File: config.mk
export PLATFORM = sky130hd
export DESIGN_NAME = alu_operand_sequencer_flat
export DESIGN_NICKNAME = d
export VERILOG_FILES = /design/src/rtl/alu_pkg.sv /design/src/rtl/alu_operand_sequencer_if.sv /design/src/rtl/alu_operand_sequencer_wrap_counter.sv /design/src/rtl/alu_operand_sequencer.sv /design/src/flat_wrapper.sv
export SDC_FILE = /design/constraint.sdc
export NUM_CORES = 1
export LEC_CHECK = 0
export CAP_MARGIN = 30
export CORE_UTILIZATION = 35
export CTS_CLUSTER_SIZE = 25
export DETAILED_ROUTE_END_ITERATION = 8
export GPL_ROUTABILITY_DRIVEN = 0
export PLACE_DENSITY = 0.72
export SYNTH_ARGS = -nofsm -noshare
export SYNTH_HDL_FRONTEND = slang
export SYNTH_SLANG_ARGS = --single-unit
File: constraint.sdc
create_clock -name clk -period 2 [get_ports clk]
set_clock_uncertainty 0.1 [all_clocks]
set_input_delay 0.5 -clock clk [delete_from_list [all_inputs] [get_ports clk]]
set_output_delay 0.5 -clock clk [all_outputs]
set_load 0.03 [all_outputs]
File: src/rtl/alu_pkg.sv
// Shared ALU-side definitions: datapath width and the operand sequencer state encoding.
package alu_pkg;

  localparam int ALU_WIDTH = 16;

  // Encoding 2'b11 is unused and recovers to ST_WAIT_A.
  typedef enum logic [1:0] {
    ST_WAIT_A = 2'b00,
    ST_WAIT_B = 2'b01,
    ST_ISSUE  = 2'b10
  } seq_state_t;

endpackage

File: src/rtl/alu_operand_sequencer_if.sv
// Operand bundle interface.
// Input side: serial word stream with valid/ready.
// Output side: the mux operand bundle with valid/ready.
interface alu_operand_sequencer_if #(
  parameter int WIDTH = 16
);

  logic             in_valid;
  logic             in_ready;
  logic [WIDTH-1:0] in_data;
  logic             in_sel;
  logic [WIDTH-1:0] mux_in1;
  logic [WIDTH-1:0] mux_in2;
  logic             mux_sel;
  logic             out_valid;
  logic             out_ready;

  // Source of operand words and sink of bundles.
  modport master (
    output in_valid, in_data, in_sel, out_ready,
    input  in_ready, mux_in1, mux_in2, mux_sel, out_valid
  );

  // The sequencer itself.
  modport slave (
    input  in_valid, in_data, in_sel, out_ready,
    output in_ready, mux_in1, mux_in2, mux_sel, out_valid
  );

endinterface

File: src/rtl/alu_operand_sequencer_wrap_counter.sv
// Free-running wrap-around enable counter with synchronous active-high reset.
module wrap_counter #(
  parameter int CNT_W = 8
) (
  input  logic             clk,
  input  logic             rst,
  input  logic             en,
  output logic [CNT_W-1:0] cnt
);

  // Count enabled events, wrapping modulo 2**CNT_W.
  always_ff @(posedge clk) begin
    if (rst) begin
      cnt <= '0;
    end else if (en) begin
      cnt <= cnt + 1'b1;
    end
  end

endmodule

File: src/rtl/alu_operand_sequencer.sv
// Gathers operand A, operand B and the select bit from one shared input bus
// and presents them to the 2:1 operand mux as a single stable bundle.
module alu_operand_sequencer
  import alu_pkg::*;
#(
  parameter int WIDTH = ALU_WIDTH,
  parameter int CNT_W = 8
) (
  input  logic                   clk,
  input  logic                   reset,
  input  logic                   flush,
  alu_operand_sequencer_if.slave bus,
  output logic [CNT_W-1:0]       issue_cnt
);

  seq_state_t       state;
  logic [WIDTH-1:0] mux_in1_q;
  logic [WIDTH-1:0] mux_in2_q;
  logic             mux_sel_q;
  logic             out_valid_q;
  logic             in_ready_d;
  logic             issue_fire;

  // Input acceptance decodes the state register only; out_ready never reaches in_ready.
  always_comb begin
    in_ready_d = (state == ST_WAIT_A) || (state == ST_WAIT_B);
  end

  // A handshake on the output side that flush does not cancel.
  always_comb begin
    issue_fire = (state == ST_ISSUE) && out_valid_q && bus.out_ready && !flush;
  end

  // Sequencer FSM with the bundle registers; flush aborts but keeps the last bundle data.
  always_ff @(posedge clk) begin
    if (reset) begin
      state       <= ST_WAIT_A;
      mux_in1_q   <= '0;
      mux_in2_q   <= '0;
      mux_sel_q   <= 1'b0;
      out_valid_q <= 1'b0;
    end else if (flush) begin
      state       <= ST_WAIT_A;
      out_valid_q <= 1'b0;
    end else begin
      case (state)
        ST_WAIT_A: begin
          if (bus.in_valid) begin
            mux_in1_q <= bus.in_data;
            state     <= ST_WAIT_B;
          end
        end
        ST_WAIT_B: begin
          if (bus.in_valid) begin
            mux_in2_q   <= bus.in_data;
            mux_sel_q   <= bus.in_sel;
            out_valid_q <= 1'b1;
            state       <= ST_ISSUE;
          end
        end
        ST_ISSUE: begin
          if (out_valid_q && bus.out_ready) begin
            out_valid_q <= 1'b0;
            state       <= ST_WAIT_A;
          end
        end
        default: begin
          state       <= ST_WAIT_A;
          out_valid_q <= 1'b0;
        end
      endcase
    end
  end

  wrap_counter #(
    .CNT_W (CNT_W)
  ) u_issue_cnt (
    .clk (clk),
    .rst (reset),
    .en  (issue_fire),
    .cnt (issue_cnt)
  );

  assign bus.in_ready  = in_ready_d;
  assign bus.mux_in1   = mux_in1_q;
  assign bus.mux_in2   = mux_in2_q;
  assign bus.mux_sel   = mux_sel_q;
  assign bus.out_valid = out_valid_q;

endmodule
File: src/flat_wrapper.sv
// flat-port wrapper written by rule: the top's interface ports become plain ports
module alu_operand_sequencer_flat import alu_pkg::*;
#(
  parameter int WIDTH = ALU_WIDTH,
  parameter int CNT_W = 8
)
  (clk, reset, flush, issue_cnt, bus_in_valid, bus_in_data, bus_in_sel, bus_out_ready, bus_in_ready, bus_mux_in1, bus_mux_in2, bus_mux_sel, bus_out_valid);
  alu_operand_sequencer_if #(.WIDTH(WIDTH)) bus_i ();
  input  logic clk;
  input  logic reset;
  input  logic flush;
  output logic [CNT_W-1:0] issue_cnt;
  input wire logic [$bits(bus_i.in_valid)-1:0] bus_in_valid;
  input wire logic [$bits(bus_i.in_data)-1:0] bus_in_data;
  input wire logic [$bits(bus_i.in_sel)-1:0] bus_in_sel;
  input wire logic [$bits(bus_i.out_ready)-1:0] bus_out_ready;
  output wire logic [$bits(bus_i.in_ready)-1:0] bus_in_ready;
  output wire logic [$bits(bus_i.mux_in1)-1:0] bus_mux_in1;
  output wire logic [$bits(bus_i.mux_in2)-1:0] bus_mux_in2;
  output wire logic [$bits(bus_i.mux_sel)-1:0] bus_mux_sel;
  output wire logic [$bits(bus_i.out_valid)-1:0] bus_out_valid;
  assign bus_i.in_valid = bus_in_valid;
  assign bus_i.in_data = bus_in_data;
  assign bus_i.in_sel = bus_in_sel;
  assign bus_i.out_ready = bus_out_ready;
  assign bus_in_ready = bus_i.in_ready;
  assign bus_mux_in1 = bus_i.mux_in1;
  assign bus_mux_in2 = bus_i.mux_in2;
  assign bus_mux_sel = bus_i.mux_sel;
  assign bus_out_valid = bus_i.out_valid;
  alu_operand_sequencer #(.WIDTH(WIDTH), .CNT_W(CNT_W)) u_core (.clk(clk), .reset(reset), .flush(flush), .bus(bus_i), .issue_cnt(issue_cnt));
endmodule
### After elaboration in Yosys (flattened, before gate mapping)

Cells that the tools add are included.

* flip-flop bits (word level): 44
* output and inout port bits: 43
* logic and storage cells: 33

* $add $sub $neg: 1
* eq/ne operators: 5
* mux-type cells: 7
* bitwise gates (word level): 2
* reduce and logical (&&, ||, !) cells: 12

Operator list (number)
* 3-bit AND reduction: 4
* 8-bit by 1-bit adder with 8-bit output (second input constant): 1
* 2-bit 2-to-1 mux: 3
* 2-bit inequality test (second input constant): 3
* 2-bit one-hot mux with 3 select lines: 1
* 1-bit logical AND: 4
* 1-bit one-hot mux with 3 select lines: 1
* 2-bit by 1-bit == test with 1-bit output (second input constant): 1
* 2-bit == test (second input constant): 1
* 2-bit zero test: 1
* 1-bit 2-to-1 mux: 2
* 1-bit NOT: 2
* 2-bit OR reduction: 1
* 1-bit zero test: 1
* 1-bit logical OR: 1

### Depth between registers and ports, before layout

Gate-level depths: netlist of run 1.

* word-level depth: 4
* gate-level depth with buffers: 6
* depth with buffers taken out: 4

### Hierarchy

From an unflattened synthesis of run 1, not the netlist that was laid out.

* cells, all modules: 199
* area, all modules: 1737.9 um^2

By module, submodules not included
* alu_operand_sequencer: instances 1, cells each 162, area each 1398.8 um^2, seq. area each 720.7 um^2
* wrap_counter: instances 1, cells each 37, area each 339.1 um^2, seq. area each 160.2 um^2

### Worst setup path after synthesis of run 1

No wires, ideal clock.

* path kind: input to register
* from: input flush
* to: register u_core.u_issue_cnt.cnt[7]
* data arrival time: 1.454 ns
* required time: 1.779 ns
* slack: 0.325 ns
* stages on the path: 4
* path buffers: 1
* path through: buf_2 -> nand3b_1 -> nor4_1 -> mux2_2

* word-level cells in the longest chain between the ends: 2

RTL lines
* from (decl): RTL line flat_wrapper.sv:11 `input logic flush;`
* 1-bit zero test: RTL line alu_operand_sequencer.sv:31 `issue_fire = (state == ST_ISSUE) && out_valid_q && bus.out_ready && !flush;`
* 1-bit logical AND: RTL line alu_operand_sequencer.sv:31
* to (signal assigned): RTL line alu_operand_sequencer_wrap_counter.sv:16 `cnt <= cnt + 1'b1;`
* to (decl): RTL line alu_operand_sequencer_wrap_counter.sv:8 `output logic [CNT_W-1:0] cnt`

Every way passes these cells.
A chain may end at the register's enable or synchronous reset.

### Worst setup path in the final report of run 1

* from: register u_core.u_issue_cnt.cnt[4]
* to: output issue_cnt[4]

RTL lines
* to (decl): RTL line flat_wrapper.sv:12 `output logic [CNT_W-1:0] issue_cnt;`

No word-level cell between the ends.

==> impl_metrics.toml, run 1 <==
[outcome]
outcome = "finished, final reports clean"

[final_layout]
fin_nets = 303
mostFrequentLayoutCell = "nand2_1"
drive_gt1_share_pct = 11.1
fillers = 471
num_antenna_cells = 0
area.sequential_um2 = 881
synthToLayoutAreaGrowth_pct = 50.2
fin_area_um2 = 2620
final_util_pct = 55.1
layout_common_cells = "nand2_1, clkdlybuf4s50_1, dfxtp_1"
multiInputGateArea_um2 = 767

[clock_network]
cts_setup_buffers = 0
clk_path_buf_depth = 2
cts.sinks = 44
post_cts_resized = 5
clock_latency_ns = 0.29
cts.htree.levels = 2
cts_root_buf = "clkbuf_8"
postCtsHoldBufs = 0
cts_tree = "built"
clkTransAtPathRegs_ns = 0.07
cts_made_buffers = 5

[setup_path]
r2r-end = "u_core.u_issue_cnt.cnt[7]"
crit_fanout = 4
critical_path_class = "flop to primary output"
critPathSlowestCell = "clkdlybuf4s50_1"
rrSetupSlack_ns = 0.36
cp.buffers_inverters = 1
cpLargestDelayFamily = "buffers and inverters"
required_ns = 1.40
startpoint_type = "flop"
critPathMaxStageDelay_ns = 0.69
cp.arrival_ns = 1.36
end_kind = "primary output"
r2r-start = "u_core.state[0]"
crit_chain = "clkdlybuf4s50_1"
rr_worst_depth = 3

[die]
initial_utilization_pct = 36.7
rows = 25
die_area_um2 = 5270
core_region_area_um2 = 4750
io_pins = 65
die_h_um = 72.6
chipWidth_um = 72.6

[worst_hold_path]
hold_path_depth = 2
hold-path-endpoint = "u_core.bus.mux_in1[5]"
hold_path.class = "flop to flop"
hold_start = "u_core.bus.mux_in1[5]"

[timing]
clock.fmax_mhz = 511
hold_viol_final = 0
setup_ws_ns = 0.0433
worst_pin_slew_ns = 0.482
drv_slew = 0
fin_crit_ns = 1.96
finalSetupViolCount = 0
relSlewSlack_pct = 67.9
rsz0062_at_grt = "no"
fin_crit_sh_pct = 97.8

[grt]
grt_pass1_vias = 1484
grt_max_degree = 26
grt_pass1_wl_mm = 6.84
globalRouteOverflowTotal = 0
antenna_found_initial = 0
track_usage_pct = 17.0

[place]
placed_cell_area_um2 = 2540
pre_cts_ws_ns = -0.155
detailed_place_hpwl_mm = 3.04
io_buffers = 64

[routing]
drc = 0
vias_per_cell = 4.61
dr.pass1.iters = 4
final_antenna_net_count = 0
vias = 1601
drt_iter0_markers = 42
wl_mm = 4.14
wire_per_inst_um = 11.9

[logic_synthesis]
synth_top_area_share_pct = 50.5
yosysSeqAreaShare_pct = 50.5
syn_inst = 206
synthTopCellsByArea = "dfxtp_1, nand2_1, a21oi_1"
ys_ff_latch = 44
yosys_warnings = 0
syn_area_um2 = 1740
yosysTopAreaCell = "dfxtp_1"
synth_cell_types = 30
synth_nets = 229
post_synth.cell_area_avg_um2 = 8.46

[power_and_ir_drop]
leakage_nw = 1.00
power_density_nw_per_um2 = 627
vdd_drop_max_v = 0.000330
finalPower_w = 0.00164

[run]
max_cap_viol_count = 0
## flip-flops by register name (all words and copies together), names as in the netlist
| register | cells |
|---|---|
| u_core.bus.mux_in2 | 16 |
| u_core.bus.mux_in1 | 16 |
| u_core.u_issue_cnt.cnt | 8 |
| u_core.bus.out_valid | 1 |
| u_core.state | 2 |
| u_core.bus.mux_sel | 1 |
## power by group
part,internal [W],switching [W],leakage [nW]
sequential,0.000897,0.0000132,0.357
clock,0.000237,0.000275,0.0410
combinational,0.000107,0.000112,0.607
## per-stage QoR
| stage | TNS [ns] | cells | hold slack (ns) |
|---|---|---|---|
| finish | 0 | 347 | 0.352 |
| global route | 0 | 347 | 0.377 |
| floorplan | 0 | 206 | 0.480 |
| detailed placement | -1.50 | 340 | 0.347 |
| CTS | 0 | 347 | 0.358 |
| global placement | -1.03 | 340 | 0.342 |
## logic make-up after synthesis
| logic type | Yosys count | synth area share, % |
|---|---|---|
| buffers and inverters | 18 | 5.46 |
| flip-flops | 44 | 50.5 |
| AO/OA/AOI/OAI | 49 | 15.0 |
| XOR/XNOR | 1 | 0.503 |
| AND/OR/NAND/NOR | 91 | 26.5 |
| multiplexers | 2 | 1.29 |
| adder cells (fa/ha/maj) | 1 | 0.718 |
## area by class of cell
| class | instances | area share (%) |
|---|---|---|
| flip-flops and latches | 44 | 33.7 |
| well taps | 67 | 3.20 |
| clock inverters | 1 | 0.191 |
| clock buffers | 6 | 2.77 |
| inverters | 3 | 0.430 |
| multi-input cells | 144 | 29.3 |
| repair buffers | 82 | 30.4 |
## routing by layer
metal	track usage [%]	share of wire (%)	vias to the layer above
li1	-	-	840
met1	21.0	45	718
met2	28.3	49	39
met3	4.17	4.5	4
met5	0	0	-
met4	6.54	1.0	0
## cell usage after synthesis
master / number
nor2_1: 2
nor4b_4: 1
xnor2_1: 1
buf_6: 2
and4bb_2: 1
a211oi_1: 2
nand3_1: 2
dfxtp_1: 44
nand3b_1: 1
or4_1: 3
mux2_2: 2
nand4b_4: 1
buf_4: 1
or4b_1: 1
nor4_4: 1
buf_2: 7
o31ai_1: 3
nand2b_1: 1
nor2b_1: 2
ha_1: 1
nand4bb_1: 1
a21oi_1: 39
nor4_1: 2
clkbuf_1: 5
or3b_1: 1
o21ai_0: 4
a211o_1: 1
nand2_1: 69
or3_1: 2
inv_1: 3
## how the worst max path moves through the flow
stage / from / to / slack (ns) / depth (start not counted)
after floorplan: flush / u_core.u_issue_cnt.cnt[7] / 0.33 / 4
after global placement: bus_out_ready / u_core.u_issue_cnt.cnt[7] / -0.11 / 4
after detailed placement: bus_out_ready / u_core.u_issue_cnt.cnt[7] / -0.15 / 4
after CTS: u_core.u_issue_cnt.cnt[1] / issue_cnt[1] / 0.006 / 1
after global routing: u_core.u_issue_cnt.cnt[4] / issue_cnt[4] / 0.01 / 1
final: u_core.u_issue_cnt.cnt[4] / issue_cnt[4] / 0.04 / 1
Note: power is estimated with default switching activity, not from simulation.
==> run 2: changes to the inputs <==
--- a/config.mk
+++ b/config.mk
@@ -5,12 +5,14 @@
 export SDC_FILE = /design/constraint.sdc
 export NUM_CORES = 1
 export LEC_CHECK = 0
+export ABC_AREA = 1
 export CAP_MARGIN = 30
 export CORE_UTILIZATION = 35
 export CTS_CLUSTER_SIZE = 25
 export DETAILED_ROUTE_END_ITERATION = 8
 export GPL_ROUTABILITY_DRIVEN = 0
 export PLACE_DENSITY = 0.72
+export SLEW_MARGIN = 10
 export SYNTH_ARGS = -nofsm -noshare
 export SYNTH_HDL_FRONTEND = slang
 export SYNTH_SLANG_ARGS = --single-unit
==> impl_metrics.toml, run 2 <==
[outcome]
outcome = "finished, final reports clean"

[die]
io_pins = 65
rows = 25
initial_utilization_pct = 36.3
core_region_area_um2 = 4690
die_h_um = 71.7
chipWidth_um = 71.7
die_area_um2 = 5140

[timing]
rsz0062_at_grt = "no"
worst_pin_slew_ns = 0.326
relSlewSlack_pct = 78.2
clock.fmax_mhz = 506
fin_crit_sh_pct = 98.9
setup-tns-final_ns = 0
finalSetupViolCount = 0
fin_crit_ns = 1.98
drv_slew = 0
hold_viol_final = 0

[clock_network]
cts_tree = "built"
cts.htree.levels = 2
cts_made_buffers = 5
cts_root_buf = "clkbuf_8"
cts.sinks = 44
clk_path_buf_depth = 2
clkTransAtPathRegs_ns = 0.08
clock_latency_ns = 0.29

[final_layout]
final_cells = 345
synthToLayoutAreaGrowth_pct = 45.9
fillers = 452
fin_nets = 314
mostFrequentLayoutCell = "nor2_1"
num_antenna_cells = 0
drive_gt1_share_pct = 6.19
layout_common_cells = "nor2_1, clkdlybuf4s50_1, dfxtp_1"

[routing]
vias = 1625
wl_mm = 3.98
m1WireLength_mm = 1.76
wl_met2_mm = 1.94
wl_met3_um = 226
final_antenna_net_count = 0
wire_per_inst_um = 11.5
drt_iter0_markers = 73
top_layer_used = "met4"
dr.pass1.iters = 4
vias_per_cell = 4.71
drc = 0

[logic_synthesis]
synth_nets = 249
yosysTopAreaCell = "dfxtp_1"
yosys_warnings = 0
syn_inst = 226
synth_top_flop_cell = "dfxtp_1"
synth_edf_count = 0
syn_area_um2 = 1700
yosysSeqAreaShare_pct = 51.8
synth_cell_types = 21
synthTopCellsByCount = "nor2_1, dfxtp_1, o21ai_0"
synth_top_area_share_pct = 51.8
post_synth.cell_area_avg_um2 = 7.53
yosysMostFrequentCell = "nor2_1"
synthTopCellsByArea = "dfxtp_1, nor2_1, o21ai_0"
async_reset_ff_share_pct = 0
ys_ff_latch = 44

[power_and_ir_drop]
pwr-share-comb_pct = 16.1
leakage_nw = 1.01
p_seq_share_pct = 53.7
power_density_nw_per_um2 = 694
clock_power_share_pct = 30.2
internal_power_w = 0.00127
switching_share_pct = 26.2
vdd_drop_max_v = 0.000273
net-switching-power_w = 0.000451

[setup_path]
required_ns = 1.40
crit_fanout = 4
cp.arrival_ns = 1.38
critPathSlowestCell = "clkdlybuf4s50_1"
startpoint_type = "flop"
crit_chain = "clkdlybuf4s50_1"
end_kind = "primary output"
cp.buffers_inverters = 1
critPathMaxStageDelay_ns = 0.69
critical_path_class = "flop to primary output"
cpLargestDelayFamily = "buffers and inverters"

[grt]
antenna_found_initial = 0
globalRouteOverflowTotal = 0
grt_pass1_wl_mm = 6.11
track_usage_pct = 15.3
grt_max_degree = 34
grt_pass1_vias = 1398

[worst_hold_path]
hold_path.class = "flop to flop"

[place]
place_inst = 338
io_buffers = 64
detailed_place_hpwl_mm = 2.81

[run]
max_cap_viol_count = 0
[run 2: cell count changes in the layout (fill, tap and decap cells not counted), sizes merged, moves of 3 or more]
cell	change
a21oi	-31
buf	-17
clkdlybuf4s50	+4
dlygate4sd2	-4
inv	+15
nand2	-51
nand3	+4
nor2	+79
nor4	-3
o21ai	+35
o31ai	-3
or4	-3
[run 2: cells by family (layout without fill, tap and decap cells)]
group                      Yosys count  count (layout)  share of synthesized area (%)
and+or+nand+nor                    107             107                           26.0
AOI/OAI and AO/OA                   48              48                           14.3
DFF                                 44              44                           51.8
buffers and inverters               26              91                           7.28
adders and majority gates            1               1                          0.735
[run 2: layer usage]
layer / up-vias / global-route usage [%]
met4: 0 / 8.06
li1: 848 / -
met5: - / 0
met2: 47 / 25.8
met3: 6 / 3.66
met1: 724 / 18.0
[run 2: power by group through the flow]
stage / clock network, W / logic, W / registers [W]
detailed placement: 0 / 0.000278 / 0.000947
CTS: 0.000541 / 0.000279 / 0.000927
global placement: 0 / 0.000276 / 0.000947
finish: 0.000521 / 0.000277 / 0.000926
global route: 0.000567 / 0.000298 / 0.000929
floorplan: 0 / 0.0000862 / 0.00101
[run 2: path summary, 6_finish.rpt]
check | from | slack [ns] | cells after the start | endpoint
min | u_core.u_issue_cnt.cnt[4] | 0.36 | 2 | u_core.u_issue_cnt.cnt[4]
max | u_core.u_issue_cnt.cnt[2] | 0.02 | 1 | issue_cnt[2]
max reg2reg | u_core.u_issue_cnt.cnt[1] | 0.62 | 6 | u_core.u_issue_cnt.cnt[6]
min reg2reg | u_core.u_issue_cnt.cnt[4] | 0.36 | 2 | u_core.u_issue_cnt.cnt[4]
[run 2: layout make-up]
| cell class | count | area [um^2] | share of cell area [%] |
|---|---|---|---|
| Timing Repair Buffer | 66 | 689 | 27.8 |
| Clock buffer | 6 | 72.6 | 2.92 |
| Sequential cell | 44 | 881 | 35.5 |
| Clock inverter | 1 | 5.00 | 0.202 |
| Tap cell | 54 | 67.6 | 2.72 |
| Multi-Input combinational cell | 156 | 697 | 28.1 |
| Inverter | 18 | 70.1 | 2.82 |
[run 2: stage by stage]
stage	util [%]	setup slack, ns	area, um^2	hold slack, ns	total power [W]
after floorplan	-	0.541	1700	0.350	0.00109
after global placement	51.1	0.0805	2400	0.352	0.00122
after detailed placement	51.1	0.0394	2400	0.352	0.00123
after CTS	52.7	0.00585	2470	0.366	0.00175
after global routing	52.9	0.00556	2480	0.377	0.00179
final	52.9	0.0230	2480	0.359	0.00172
[run 2: repair_timing]
action | in CTS | in global routing
endpoints found under the setup margin | 1 | 4
buffers inserted | 0 | 0
hold buffers | 0 | 0
resized for setup | 1 | 4
pin swaps | 0 | 0
==> run 3: changes to the inputs <==
--- a/config.mk
+++ b/config.mk
@@ -11,8 +11,9 @@
 export CTS_CLUSTER_SIZE = 25
 export DETAILED_ROUTE_END_ITERATION = 8
 export GPL_ROUTABILITY_DRIVEN = 0
-export PLACE_DENSITY = 0.72
+export PLACE_DENSITY = 0.7
 export SLEW_MARGIN = 10
 export SYNTH_ARGS = -nofsm -noshare
 export SYNTH_HDL_FRONTEND = slang
+export SYNTH_HIERARCHICAL = 1
 export SYNTH_SLANG_ARGS = --single-unit
==> impl_metrics.toml, run 3 <==
[outcome]
outcome = "finished, final reports clean"

[final_layout]
fin_area_um2 = 2800
layout_common_cells = "nor2_1, clkdlybuf4s50_1, nand2_1"
synthToLayoutAreaGrowth_pct = 46.8
num_antenna_cells = 0
mostFrequentLayoutCell = "nor2_1"
drive_gt1_share_pct = 8.82
fin_nets = 362

[die]
die_h_um = 75.8
core_region_area_um2 = 5170
die_area_um2 = 5750
io_pins = 65
chipWidth_um = 75.8
rows = 26
initial_utilization_pct = 36.9

[setup_path]
startpoint_type = "flop"
critPathMaxStageDelay_ns = 0.69
cpLargestDelayFamily = "buffers and inverters"
cp.arrival_ns = 1.36
cp.buffers_inverters = 1
end_kind = "primary output"
critical_path_class = "flop to primary output"
required_ns = 1.40
critPathSlowestCell = "clkdlybuf4s50_1"
crit_chain = "clkdlybuf4s50_1"
crit_fanout = 3

[power_and_ir_drop]
power_density_nw_per_um2 = 705
vdd_drop_max_v = 0.000309
leakage_nw = 1.24

[logic_synthesis]
yosys.area_share.simple_pct = 35.7
yosys_warnings = 6
post_synth_xor_area_fraction_pct = 0
syn_area_um2 = 1910
ys_ff_latch = 44
synth_compound_area_share_pct = 7.34
async_reset_ff_share_pct = 0
synth_cell_types = 21
synthTopCellsByArea = "dfxtp_1, nor2_1, nand3_1"
synth_edf_count = 0
synth_top_area_share_pct = 46.2
post_synth.cell_area_avg_um2 = 7.02
syn_inst = 272
yosysTopAreaCell = "dfxtp_1"
synthTopCellsByCount = "nor2_1, nand2_1, dfxtp_1"
yosysMostFrequentCell = "nor2_1"
synthMuxAreaShare_pct = 0
yosysSeqAreaShare_pct = 46.2
synth_top_family_by_area = "simple AND/OR/NAND/NOR gates"
synthAdderAreaFrac_pct = 0.656
synth_top_flop_cell = "dfxtp_1"
synth_nets = 295

[routing]
dr.pass1.iters = 4
final_antenna_net_count = 0
vias_per_cell = 4.64
vias = 1901
drt_iter0_markers = 117
drc = 0
wire_per_inst_um = 11.1
wl_mm = 4.55

[timing]
drv_slew = 0
clock.fmax_mhz = 511
relSlewSlack_pct = 72.9
fin_crit_sh_pct = 97.9
finalSetupViolCount = 0
rsz0062_at_grt = "no"
timing.hold.ws_ns = 0.386
hold_viol_final = 0
fin_crit_ns = 1.96
worst_pin_slew_ns = 0.405

[grt]
grt_pass1_wl_mm = 7.29
globalRouteOverflowTotal = 0
grt_pass1_vias = 1713
grt_max_degree = 34
antenna_found_initial = 0
track_usage_pct = 16.6

[place]
detailed_place_hpwl_mm = 3.25
placed_cell_area_um2 = 2670
io_buffers = 64

[clock_network]
clk_path_buf_depth = 2
postCtsHoldBufs = 0
cts_tree = "built"
cts.sinks = 44
cts.htree.levels = 2
clock_latency_ns = 0.29
clkTransAtPathRegs_ns = 0.08
cts_root_buf = "clkbuf_8"
cts_made_buffers = 5

[run]
max_cap_viol_count = 0

[worst_hold_path]
hold_path.class = "flop to flop"
[run 3: cell types whose count changed after synthesis, moves of 4 or more]
cell / before / now
nand3_1: 5 / 38
nand2_1: 17 / 46
o21ai_0: 27 / 3
nor2_1: 79 / 59
a21oi_1: 8 / 25
inv_1: 12 / 28
o21ai_1: 12 / 0
buf_2: 1 / 5
[run 3: through the flow]
step	power [W]	util, %	TNS (ns)	setup slack, ns	cells
3_3_place_gp	0.00126	51.6	-0.0658	-0.0268	402
5_1_grt	0.00206	54.1	0	0.0103	410
6_report	0.00198	54.1	0	0.0421	410
4_1_cts	0.00200	54.0	0	0.00295	410
3_5_place_dp	0.00127	51.6	-0.212	-0.0682	402
2_1_floorplan	0.00112	-	0	0.00475	272
[run 3: kinds of logic (layout without fill, tap and decap cells)]
family / Yosys count / in the layout
compound gates: 28 / 28
fa+ha+maj: 1 / 1
flops: 44 / 44
buf+inv: 44 / 112
simple gates: 155 / 155
[run 3: path summary, 6_finish.rpt]
check                                          startpoint  cells past startpoint  slack [ns]                   endpoint
worst min register to register     u_core/bus.mux_in1[13]                      2        0.39     u_core/bus.mux_in1[13]
worst max-delay path            u_core/u_issue_cnt/cnt[4]                      1        0.04               issue_cnt[4]
worst min-delay path               u_core/bus.mux_in1[13]                      2        0.39     u_core/bus.mux_in1[13]
worst max register to register            u_core/state[1]                      9        0.37  u_core/u_issue_cnt/cnt[7]
[run 3: repair_timing]
item | 4_1_cts | 5_1_grt
pin swaps | 0 | 0
setup endpoints to repair | 4 | 3
setup buffers | 0 | 0
resized for setup | 4 | 3
[run 3: area by class of cell]
class	instances	area, um^2
flip-flops and latches	44	881
clock buffers	7	96.3
repair buffers	73	748
well taps	70	87.6
clock inverters	1	30.0
inverters	31	116
multi-input cells	184	841
fillers	514	2370
[run 3: power by group]
group	switching, W	internal (W)
combinational	0.000177	0.000140
clock	0.000292	0.000441
sequential	0.0000184	0.000908
total	0.000487	0.00149
[run 3: per-layer routing]
layer,vias to the layer above,part of all wire (%),GRT usage (%)
li1,985,-,-
met1,847,45,18.7
met2,64,46,29.4
met3,5,7.7,4.63
met4,0,1.2,6.79
met5,-,0,0
